===== config.mk =====
export PLATFORM = sky130hd
export DESIGN_NAME = neuron_accum_ctrl
export DESIGN_NICKNAME = d
export VERILOG_FILES = /design/src/rtl/neuron_accum_ctrl.sv
export SDC_FILE = /design/constraint.sdc
export NUM_CORES = 1
export LEC_CHECK = 0
export CORE_AREA = 2 2 65 67
export CTS_CLUSTER_DIAMETER = 30
export DETAILED_ROUTE_END_ITERATION = 10
export DIE_AREA = 0 0 67 69
export GPL_ROUTABILITY_DRIVEN = 0
export GPL_TIMING_DRIVEN = 0
export PLACE_DENSITY = 0.89
export SKIP_CTS_REPAIR_TIMING = 1
export SLEW_MARGIN = 20
export SYNTH_ARGS = -nofsm -noshare
export SYNTH_HDL_FRONTEND = slang
export SYNTH_SLANG_ARGS = --single-unit

===== constraint.sdc =====
create_clock -name clk -period 3.6 [get_ports clk]
set_clock_uncertainty 0.1 [all_clocks]
set_input_delay 0.9 -clock clk [delete_from_list [all_inputs] [get_ports clk]]
set_output_delay 0.9 -clock clk [all_outputs]
set_load 0.005 [all_outputs]

===== src/rtl/neuron_accum_ctrl.sv =====
// Sequencer that time-shares an external signed adder to accumulate a bias plus N_TERMS
// signed terms into one saturated neuron pre-activation value.
module neuron_accum_ctrl #(
    parameter int unsigned N_TERMS = 4,
    parameter int unsigned ACC_W   = 16,
    parameter int unsigned IN_W    = 8
) (
    input  logic             clk,
    input  logic             rst,
    input  logic             start,
    input  logic [ACC_W-1:0] bias,
    input  logic             in_valid,
    input  logic [IN_W-1:0]  in_data,
    output logic             in_ready,
    output logic [IN_W-1:0]  add_in1,
    output logic [ACC_W-1:0] add_in2,
    input  logic [ACC_W-1:0] add_sum,
    input  logic             add_carry,
    output logic             out_valid,
    output logic [ACC_W-1:0] out_data,
    input  logic             out_ready,
    output logic             busy,
    output logic             ovf
);

    localparam int unsigned CntW = $clog2(N_TERMS + 1);
    localparam logic [CntW-1:0] LastCnt = CntW'(N_TERMS - 1);
    localparam logic [ACC_W-1:0] MaxVal = {1'b0, {(ACC_W - 1){1'b1}}};
    localparam logic [ACC_W-1:0] MinVal = {1'b1, {(ACC_W - 1){1'b0}}};

    typedef enum logic [1:0] {StIdle, StLoad, StAccum, StDone} state_e;

    state_e           state_q;
    logic [ACC_W-1:0] acc_q;
    logic [CntW-1:0]  count_q;
    logic             in_ready_q;
    logic             out_valid_q;
    logic             busy_q;
    logic             ovf_q;

    logic             hs;
    logic             sat_hit;
    logic [ACC_W-1:0] sat_val;

    // The 17-bit result overflows ACC_W exactly when the carry disagrees with the sum's sign.
    always_comb begin
        hs      = (state_q == StAccum) && in_valid && in_ready_q;
        sat_hit = (add_carry != add_sum[ACC_W-1]);
        sat_val = add_sum;
        if (sat_hit) begin
            sat_val = add_carry ? MinVal : MaxVal;
        end
    end

    always_comb begin
        add_in1 = (state_q == StAccum) ? in_data : '0;
        add_in2 = acc_q;
    end

    always_ff @(posedge clk) begin
        if (rst) begin
            state_q     <= StIdle;
            acc_q       <= '0;
            count_q     <= '0;
            in_ready_q  <= 1'b0;
            out_valid_q <= 1'b0;
            busy_q      <= 1'b0;
            ovf_q       <= 1'b0;
        end else begin
            unique case (state_q)
                StIdle: begin
                    if (start) begin
                        acc_q   <= bias;
                        count_q <= '0;
                        ovf_q   <= 1'b0;
                        busy_q  <= 1'b1;
                        state_q <= StLoad;
                    end
                end
                StLoad: begin
                    in_ready_q <= 1'b1;
                    state_q    <= StAccum;
                end
                StAccum: begin
                    if (hs) begin
                        acc_q   <= sat_val;
                        count_q <= count_q + 1'b1;
                        if (sat_hit) begin
                            ovf_q <= 1'b1;
                        end
                        if (count_q == LastCnt) begin
                            in_ready_q  <= 1'b0;
                            out_valid_q <= 1'b1;
                            state_q     <= StDone;
                        end
                    end
                end
                StDone: begin
                    if (out_ready) begin
                        out_valid_q <= 1'b0;
                        busy_q      <= 1'b0;
                        state_q     <= StIdle;
                    end
                end
                default: begin
                    state_q <= StIdle;
                end
            endcase
        end
    end

    // acc only moves in ACCUM or on an accepted start, so it is stable for the whole DONE window.
    assign out_data  = acc_q;
    assign in_ready  = in_ready_q;
    assign out_valid = out_valid_q;
    assign busy      = busy_q;
    assign ovf       = ovf_q;

endmodule


==> results_dict.tcl <==
set metrics [dict create \
    endpoint_kind "primary output" \
    routed_wl_mm 4.373 \
    netlist_instances 180 \
    crit_type "flip-flop to primary output" \
    syn_to_final_growth_pct 65.70 \
    grt_pass1_vias 1557 \
    grt.busiest_layer "met2" \
    grt_max_degree 15 \
    cp-start-kind "flip-flop" \
    drt-vias-per-instance 5.252 \
    synth_edf_count 0 \
    grt_util_met1_pct 23.84 \
    cts_buffers 3 \
    ys_types 28 \
    p_clk_share_pct 9.5 \
    n_antenna_cell 0 \
    synth_seq_cells 25 \
    irDropWorstVdd_v 0.0003464 \
    rr_startpoint "state_q[1]$_SDFFE_PP0P_" \
    synth_warnings 0 \
    slowest_delay_ns 0.50 \
    wl_per_cell_microns 13.58 \
    hold_end "count_q[2]$_SDFFE_PP0P_" \
    grt_pass1_wl_mm 7.072 \
    powerDensity_nw_per_um2 714.8 \
    start_util_pct 38.49 \
    p_leak_nw 0.9634 \
    timing.rr.end "add_in2[8]$_SDFFE_PP0P_" \
    die_h_microns 69 \
    path_cells "inv_1, ha_1, buf_2, clkbuf_1, and2_1, clkdlybuf4s50_1" \
    worstSkewPairLatency_ns 0.27 \
    synthArstFlopShare_pct 0 \
    clockBufferDepth 2 \
    tns_ns 0 \
    power.internal_mw 1.143 \
    fillers 346 \
    htree_levels 1 \
    reg2reg_setup_slack_ns 1.53 \
    worstMarginPinSlew_ns 0.5322 \
    drive_above_1_share_pct 10.29 \
    synth.most_common_cell "dfxtp_1" \
    synth_nets 234 \
    die-width_microns 67 \
    power_switching_mw 0.6411 \
    design_area_sq_um 2496 \
    final_max_slew_viol_count 0 \
    yosysTopAreaCell "dfxtp_1" \
    crit_fanout 10 \
    syn_area_sq_um 1506 \
    vias 1691 \
    synth.top_cells.by_count "dfxtp_1 (25), a21oi_1 (22), nand2_1 (19), a311oi_1 (17)" \
    fmax_ghz 0.3139 \
    postPlaceCellArea_sq_um 2450 \
    seqCellArea_sq_um 500.5 \
    synth.area.top_cells "dfxtp_1 (33%), a311oi_1 (9.9%), buf_4 (8.0%)" \
    use_met3_pct 2.936 \
    maxCapViolCount 0 \
    max_slew_margin_pct 63.51 \
    p_comb_share_pct 63.5 \
    rsz0062_at_grt "false" \
    fin_nets 327 \
    clkTransAtPathRegs_ns 0.09 \
    ff2ff_path_depth 6 \
    cts_root_buf "clkbuf_8" \
    core_sq_um 3914 \
    status "finished, final reports clean" \
    ys.flop_type "dfxtp_1" \
    grt-ovfl-total 0 \
    cts_tree "yes" \
    seq_power_share_pct 27.0 \
    hold_path_startpoint "count_q[2]$_SDFFE_PP0P_" \
    slowest_stage "clkdlybuf4s50_1" \
    first_pass_iters 4 \
    worst-path-buf-inv 4 \
    drc 0 \
    use_met2_pct 32.23 \
    drtIter0Drc 41 \
    hp-class "flip-flop to flip-flop" \
    grt_usage_pct 19.00 \
    avgSynthCellArea_sq_um 8.369 \
    cp.arrival_ns 2.19 \
    final-hold-violation-count 0 \
    antenna_found_initial 0 \
    yosysTopAreaCellShare_pct 33.22 \
    whs_path_depth 2 \
    rows 23 \
    portBuffers 88 \
    required_ns 2.60 \
    cts_sinks 25 \
    finalSetupViolations 0 \
    dp_hpwl_mm 3.408 \
    antenna_left 0 \
    ios 90 \
    crit_family "buffers and inverters" \
    p_sw_share_pct 35.93 \
    synth_seq_area_share_pct 33.22 \
    min_period_ns 3.186 \
    multi_input_area_sq_um 797.0 \
    fin_crit_sh_pct 88.50 \
    die-area_sq_um 4623 \
]
==> worst reg2reg max path, delay by kind of cell, from the launching register on <==
kind                     cells  cell delay [ns]
AND/OR/NAND/NOR              1             0.25
adder cells (fa/ha/maj)      1             0.26
AO/OA/AOI/OAI                1             0.22
buffers and inverters        2             0.28
flip-flops                   1             0.36
multiplexers                 1             0.52
==> state kept, by name, indices dropped and copies added (netlist names) <==
name / flops
count_q: 3
out_valid: 1
add_in2: 16
in_ready: 1
ovf: 1
busy: 1
state_q: 2
==> layout by cell type (no fill, tap or decap), types with 4 or more instances in the layout <==
master           netlist  layout
nand2b_1               4       4
nand2_1               19      19
dfxtp_1               25      25
a21oi_1               22      22
and2_1                 8       8
clkbuf_1               7       7
buf_2                  5       5
ha_1                   8       8
a311oi_1              17      17
o211ai_1              16      16
o21ai_0                5       5
inv_1                  6       6
buf_4                 16      16
clkdlybuf4s50_1        0      88
==> worst max-delay path by stage <==
stage,start,endpoint,cells past startpoint
floorplan,add_sum[15],add_in2[10]$_SDFFE_PP0P_,6
global placement,in_data[3],add_in1[3],3
detailed placement,in_data[1],add_in1[1],3
CTS,state_q[0]$_SDFFE_PP0P_,add_in1[3],6
global route,state_q[0]$_SDFFE_PP0P_,add_in1[6],6
finish,state_q[0]$_SDFFE_PP0P_,add_in1[3],6
==> per-stage QoR <==
step | total power [mW] | cells | hold slack [ns] | setup WS [ns] | util (%)
after floorplan | 1.060 | 180 | 0.3496 | 1.393 | -
after global placement | 1.595 | 318 | 0.3578 | 0.6458 | 62.60
after detailed placement | 1.620 | 318 | 0.3697 | 0.6310 | 62.60
after CTS | 1.790 | 322 | 0.3805 | 0.4051 | 63.78
after global routing | 1.914 | 322 | 0.4163 | 0.2477 | 63.78
final | 1.784 | 322 | 0.3908 | 0.4140 | 63.78
==> cells by family after synthesis <==
kind of cell	after synthesis	synth area share, %
simple gates	42	14.20
flops	25	33.22
buf+inv	36	13.87
mux	3	2.076
compound gates	66	29.98
fa+ha+maj	8	6.645
==> power groups by stage <==
stage          Clock, mW  Sequential, mW  Combinational (mW)
4_1_cts            0.170           0.484                1.14
6_report           0.169           0.482                1.13
2_1_floorplan          0           0.479               0.581
3_5_place_dp           0           0.488                1.13
5_1_grt            0.181           0.501                1.23
3_3_place_gp           0           0.483                1.11
==> final cells by class <==
cell class,count,area share [%]
Tap cell,50,2.506
Clock buffer,3,1.654
Clock inverter,1,0.2005
Sequential cell,25,20.05
Multi-Input combinational cell,119,31.93
Timing Repair Buffer,88,35.29
Inverter,6,0.9023
Buffer,30,7.469
==> per-layer routing <==
| layer | up-vias | share of wire, % | wire length, microns |
|---|---|---|---|
| met3 | 9 | 6.0 | 261 |
| met5 | - | 0 | 0 |
| li1 | 832 | - | - |
| met2 | 65 | 50 | 2206 |
| met1 | 785 | 42 | 1819 |
| met4 | 0 | 1.9 | 85 |
Power figures use the tool's default switching activity.
